[src/rtl/l2_burst_adaptor.sv]
// Converts single-cycle 256-bit cache line requests into 4-beat 64-bit memory bursts.
// Optional per-beat watchdog enabled by defining L2_BURST_TIMEOUT_EN.
module l2_burst_adaptor #(
    parameter  int BEAT_W  = 64,
    parameter  int BEATS   = 4,
    parameter  int TIMEOUT = 255,
    localparam int LINE_W  = BEAT_W * BEATS,
    localparam int CNT_W   = $clog2(BEATS)
) (
    input  logic              clk,
    input  logic              rst,
    input  logic [31:0]       line_addr_i,
    input  logic              line_read_i,
    input  logic              line_write_i,
    input  logic [LINE_W-1:0] line_wdata_i,
    output logic [LINE_W-1:0] line_rdata_o,
    output logic              line_resp_o,
    output logic [31:0]       mem_addr_o,
    output logic              mem_read_o,
    output logic              mem_write_o,
    output logic [BEAT_W-1:0] mem_wdata_o,
    input  logic [BEAT_W-1:0] mem_rdata_i,
    input  logic              mem_resp_i,
    output logic              mem_err_o,
    output logic [1:0]        dbg_state_o
);

    // Handshake: the cache holds line_read_i/line_write_i until the one-cycle
    // line_resp_o pulse; on the memory side each cycle with mem_resp_i=1 while
    // mem_read_o/mem_write_o is high transfers exactly one beat.
    typedef enum logic [1:0] {
        IDLE     = 2'd0,
        RD_BURST = 2'd1,
        WR_BURST = 2'd2,
        DONE     = 2'd3
    } state_t;

    state_t             state_q, state_d;
    logic [CNT_W-1:0]   cnt_q, cnt_d;
    logic [31:0]        addr_q, addr_d;
    logic [LINE_W-1:0]  wline_q, wline_d;
    logic [LINE_W-1:0]  rdata_q, rdata_d;
    logic               resp_q, resp_d;
    logic               rd_q, rd_d;
    logic               wr_q, wr_d;
    logic [BEAT_W-1:0]  wdata_q, wdata_d;
    logic               last_beat;
    logic [CNT_W-1:0]   cnt_nxt;
    int                 beat_lo;
    int                 nxt_lo;
    logic               unused_ok;

`ifdef L2_BURST_TIMEOUT_EN
    localparam logic [7:0] WDOG_LAST = 8'(TIMEOUT - 1);
    logic [7:0] wdog_q, wdog_d;
    logic       err_q, err_d;
`endif

    assign last_beat = (cnt_q == CNT_W'(BEATS - 1));
    assign cnt_nxt   = cnt_q + 1'b1;
    assign beat_lo   = int'(cnt_q) * BEAT_W;
    assign nxt_lo    = int'(cnt_nxt) * BEAT_W;
    assign unused_ok = ^{line_addr_i[4:0], 8'(TIMEOUT)};

    always_comb begin
        state_d = state_q;
        cnt_d   = cnt_q;
        addr_d  = addr_q;
        wline_d = wline_q;
        rdata_d = rdata_q;
        resp_d  = 1'b0;
        rd_d    = rd_q;
        wr_d    = wr_q;
        wdata_d = wdata_q;
`ifdef L2_BURST_TIMEOUT_EN
        wdog_d  = wdog_q;
        err_d   = err_q;
`endif
        case (state_q)
            IDLE: begin
                cnt_d = '0;
                if (line_read_i) begin
                    addr_d  = {line_addr_i[31:5], 5'b0};
                    rd_d    = 1'b1;
                    state_d = RD_BURST;
`ifdef L2_BURST_TIMEOUT_EN
                    err_d   = 1'b0;
                    wdog_d  = '0;
`endif
                end else if (line_write_i) begin
                    addr_d  = {line_addr_i[31:5], 5'b0};
                    wline_d = line_wdata_i;
                    wdata_d = line_wdata_i[BEAT_W-1:0];
                    wr_d    = 1'b1;
                    state_d = WR_BURST;
`ifdef L2_BURST_TIMEOUT_EN
                    err_d   = 1'b0;
                    wdog_d  = '0;
`endif
                end
            end
            RD_BURST: begin
                if (mem_resp_i) begin
                    rdata_d[beat_lo +: BEAT_W] = mem_rdata_i;
                    if (last_beat) begin
                        rd_d    = 1'b0;
                        resp_d  = 1'b1;
                        state_d = DONE;
                    end else begin
                        cnt_d = cnt_nxt;
                    end
                end
            end
            WR_BURST: begin
                if (mem_resp_i) begin
                    if (last_beat) begin
                        wr_d    = 1'b0;
                        wdata_d = '0;
                        resp_d  = 1'b1;
                        state_d = DONE;
                    end else begin
                        cnt_d   = cnt_nxt;
                        wdata_d = wline_q[nxt_lo +: BEAT_W];
                    end
                end
            end
            DONE: begin
                cnt_d   = '0;
                state_d = IDLE;
            end
            default: state_d = IDLE;
        endcase

`ifdef L2_BURST_TIMEOUT_EN
        // A silent memory must not hang the cache: give up and still pulse resp.
        if (state_q == RD_BURST || state_q == WR_BURST) begin
            if (mem_resp_i) begin
                wdog_d = '0;
            end else if (wdog_q == WDOG_LAST) begin
                wdog_d  = '0;
                rd_d    = 1'b0;
                wr_d    = 1'b0;
                wdata_d = '0;
                resp_d  = 1'b1;
                err_d   = 1'b1;
                state_d = DONE;
            end else begin
                wdog_d = wdog_q + 8'd1;
            end
        end
`endif
    end

    always_ff @(posedge clk or negedge rst) begin
        if (!rst) begin
            state_q <= IDLE;
            cnt_q   <= '0;
            addr_q  <= '0;
            wline_q <= '0;
            rdata_q <= '0;
            resp_q  <= 1'b0;
            rd_q    <= 1'b0;
            wr_q    <= 1'b0;
            wdata_q <= '0;
`ifdef L2_BURST_TIMEOUT_EN
            wdog_q  <= '0;
            err_q   <= 1'b0;
`endif
        end else begin
            state_q <= state_d;
            cnt_q   <= cnt_d;
            addr_q  <= addr_d;
            wline_q <= wline_d;
            rdata_q <= rdata_d;
            resp_q  <= resp_d;
            rd_q    <= rd_d;
            wr_q    <= wr_d;
            wdata_q <= wdata_d;
`ifdef L2_BURST_TIMEOUT_EN
            wdog_q  <= wdog_d;
            err_q   <= err_d;
`endif
        end
    end

    assign line_rdata_o = rdata_q;
    assign line_resp_o  = resp_q;
    assign mem_addr_o   = addr_q;
    assign mem_read_o   = rd_q;
    assign mem_write_o  = wr_q;
    assign mem_wdata_o  = wdata_q;
    assign dbg_state_o  = state_q;
`ifdef L2_BURST_TIMEOUT_EN
    assign mem_err_o    = err_q;
`else
    assign mem_err_o    = 1'b0;
`endif

endmodule
[config.mk]
export PLATFORM = sky130hd
export DESIGN_NAME = l2_burst_adaptor
export DESIGN_NICKNAME = d
export VERILOG_FILES = /design/src/rtl/l2_burst_adaptor.sv
export SDC_FILE = /design/constraint.sdc
export NUM_CORES = 1
export LEC_CHECK = 0
export BUFFER_PORTS_ARGS = -buffer_cell sky130_fd_sc_hd__buf_2
export CAP_MARGIN = 15
export CORE_AREA = 2 2 280 282
export CTS_CLUSTER_DIAMETER = 30
export DETAILED_ROUTE_END_ITERATION = 10
export DIE_AREA = 0 0 282 284
export SLEW_MARGIN = 20
export SYNTH_ARGS = -nofsm -noshare
export SYNTH_HDL_FRONTEND = slang
export SYNTH_SLANG_ARGS = --single-unit
[constraint.sdc]
create_clock -name clk -period 2.85 [get_ports clk]
set_input_delay 0 -clock clk [delete_from_list [all_inputs] [get_ports clk]]
set_output_delay 0 -clock clk [all_outputs]
set_load 0.03 [all_outputs]
==> impl_results.md <==
* Ys flop type: dfrtp_1
* Min-delay src: line_wdata_i[88]
* Clk_lat worst skew at 0.70 ns
* TritonCTS buffer count at 138
* Root Driver: clkbuf_16
* Vias in the first global route at 22600
* Endpoints failing hold at 0
* Crit path to: wline_q[154]
* Clk pin slew, worst setup/hold paths at 0.05 ns
* Crit path launch: dbg_state_o[0]
* First-pass GRT wire length at roughly 130 mm
* Wire length per cell at roughly 20 µm
* # setup viols final at 0
* I/O Buffers at around 700
* Initial antenna violation count at 14
* P_leak at roughly 0.018 µW
* Net count, final at 3380
* Ys async rst share at 100%
* Reg-to-reg setup timing slack at 0.21 ns
* FF-to-FF path depth at 6
* Via count at 20400
* Post-CTS Setup Repair Bufs at 0
* Layout Skew at 0.0358 ns
* Class of the tightest hold or removal check: in -> reg
* Post-place setup slack at 0.321 ns
* Drt initial violations at 1241
* First drt pass iteration count at 5
* FP Rows at 102
* Antenna viol nets, final at 0
* WP data required at 3.42 ns
* Placed cell area at approximately 30000 µm²
* Critical setup path kind: reg -> reg
* CTS tree: built
* RSZ-0062 raised after global routing: false
* RR Endpoint: wline_q[154]
* CTS sink cnt at just over 600
* Pin count of the biggest net entering global routing at roughly 160
* RR Startpoint: dbg_state_o[0]
* Gate Count Post-Synth at 1858
* Worst Tran Pin Value at 1.12 ns
* Die W at 282 µm
* Register area share after synthesis at around three fifths
* Status: complete, no violations
* Die Ht at 284 µm
* GPL Wtd Cong at 0.841
* Fin Setup TNS at 0 ns
* Total Routing Usage GR at 21.3%
* Die Area at ~80000 µm²
* Synth Register Bits at 610
* Clk buf depth at 3
* Tmin final at 2.64 ns
* CP max FO at between 150 and 200
* DRC violations left at 0
* Final worst slack at 0.210 ns
* Synthesized area per cell at 13.6 µm²
* Total Wirelength at between 80 and 90 mm
* Vias per cell at 4.88
* YS warnings at 0
* Starting Density at 32.9%
* Grt ovf at 0
* Area Overhead vs Synth at 53.9%
* Cell area after synthesis at around 25000 µm²
* PD cells at 1100 nW/µm²
* DP HPWL at 54.4 mm
* Slew Viols, Final at 0
* WP data arrival at 3.21 ns
* Unique masters post-synth at 34
* Layout cells sized above 1 at 36.5%
* Tcrit/Tclk final at 92.6%
* Max-Cap Viols at 0
* Startpoint Class: flip-flop
* VDD IR max at 0.000656 V
* Slew Limit Headroom at about a quarter
* Post-synth EDFFs at 0
* Ports at 715
* Fmax at 379 MHz
* H-tree depth at 4
* Core area at ~77000 µm²
* Crit. End Element: flip-flop
* Fin area at 39000 µm²
flip-flops by register name, summed over array words and instances, names as in the netlist:
| register | cells |
|---|---|
| wline_q | 256 |
| line_rdata_o | 256 |
| cnt_q | 2 |
| dbg_state_o | 2 |
| mem_read_o | 1 |
| mem_write_o | 1 |
| line_resp_o | 1 |
| mem_addr_o | 27 |
| mem_wdata_o | 64 |
power by group:
group | internal, µW | switching (µW) | total, µW
clock | 10900 | 5220 | 16100
combinational | 6080 | 7340 | 13400
sequential | 11800 | 1740 | 13500
total | 28700 | 14300 | 43000
synthesized netlist by cell type (2+ instances only):
cell / instances / area share [%]
mux4_2: 64 / 5.7
nand4_1: 2 / 0.049
ha_1: 11 / 0.54
inv_1: 4 / 0.059
a21oi_1: 3 / 0.059
nand2_1: 317 / 4.7
o21ai_1: 157 / 3.1
buf_4: 15 / 0.44
mux2_2: 71 / 3.2
and3_1: 2 / 0.049
buf_6: 20 / 0.89
o2bb2ai_1: 2 / 0.069
buf_2: 46 / 0.91
a22o_1: 164 / 5.7
inv_2: 2 / 0.030
clkbuf_1: 62 / 0.92
mux2_1: 276 / 12
nand2b_1: 5 / 0.12
nor4_4: 3 / 0.25
dfrtp_1: 610 / 60
nand3_1: 6 / 0.12
nor2b_1: 4 / 0.099
worst min path at each step:
| stage | depth (start not counted) | slack (ns) | to |
|---|---|---|---|
| 2_1_floorplan | 0 | -0.30 | cnt_q[0] |
| 3_3_place_gp | 1 | 0.09 | wline_q[40] |
| 3_5_place_dp | 1 | 0.1 | wline_q[171] |
| 4_1_cts | 3 | 0.001 | wline_q[123] |
| 5_1_grt | 3 | 0.006 | wline_q[213] |
| 6_report | 3 | 0.05 | wline_q[88] |
final cells by class:
cell class              count  area (µm²)
fillers                  6435       38000
multi-input cells        1104        9340
clock buffers             185        3870
well taps                1040        1300
clock inverters            70         951
inverters                   6        22.5
flip-flops and latches    610       15300
diodes                      9        22.5
repair buffers           1152        8190
per-layer routing:
metal / vias to the layer above / global-route usage (%) / part of all wire [%]
met5: - / 0 / 0.064
li1: 9008 / - / -
met4: 8 / 8.86 / 3.2
met2: 803 / 36.6 / 50
met1: 10300 / 24.0 / 38
met3: 203 / 7.09 / 8.1
cell families (layout without fill, tap and decap cells):
group,Yosys count,count (layout),synth area share (%)
other cells,1,15,0.0148
compound gates,329,329,9.02
simple gates,344,344,5.62
fa+ha+maj,11,11,0.544
xor+xnor,1,1,0.0346
buf+inv,149,1413,3.25
mux,413,413,21.2
flops,610,610,60.3
cells in the final DEF (no fill, tap or decap), types with 2 or more instances in the layout:
master / Yosys / layout
o21ai_1: 157 / 156
clkbuf_1: 62 / 25
clkinv_2: 0 / 31
clkinv_16: 0 / 6
buf_12: 0 / 22
dlygate4sd3_1: 0 / 397
bufinv_16: 0 / 14
conb_1: 1 / 6
clkinv_4: 0 / 3
inv_6: 0 / 5
a21oi_1: 3 / 3
inv_16: 0 / 2
clkinv_8: 0 / 2
clkbuf_16: 0 / 140
inv_2: 2 / 2
nand4_1: 2 / 2
mux2_1: 276 / 276
nor4_4: 3 / 3
o2bb2ai_1: 2 / 2
nand3_4: 0 / 4
diode_2: 0 / 9
ha_1: 11 / 10
buf_2: 46 / 702
a22o_1: 164 / 164
inv_1: 4 / 4
nand3_1: 6 / 2
clkbuf_8: 0 / 20
nand2b_1: 5 / 5
nor2b_1: 4 / 3
dfrtp_1: 610 / 609
nand2_1: 317 / 316
mux2_2: 71 / 71
mux4_2: 64 / 64
clkinvlp_4: 0 / 7
buf_4: 15 / 29
timing repair:
action                    4_1_cts  5_1_grt
hold endpoints to repair     1118        0
resized for setup               0        0
hold buffers                  398        0
critical path: stages, from the launching register on:
cell	delay (ns)
dfrtp_1	0.41
inv_1	0.15
ha_1	0.34
nor2b_1	0.37
nand2_4	0.11
buf_12	0.22
mux2_1	0.59
per-stage QoR:
step / std cells / power (µW) / utilization (%) / hold WS [ns]
final: 4176 / 43000 / 50.6 / 0.0523
after global routing: 4176 / 45100 / 50.6 / 0.00636
after CTS: 4167 / 43100 / 50.6 / 0.00103
after detailed placement: 3514 / 26300 / 39.1 / 0.0966
after global placement: 3514 / 25800 / 39.1 / 0.0931
after floorplan: 1863 / 22200 / - / -0.296
(Power assumes the default switching activity.)
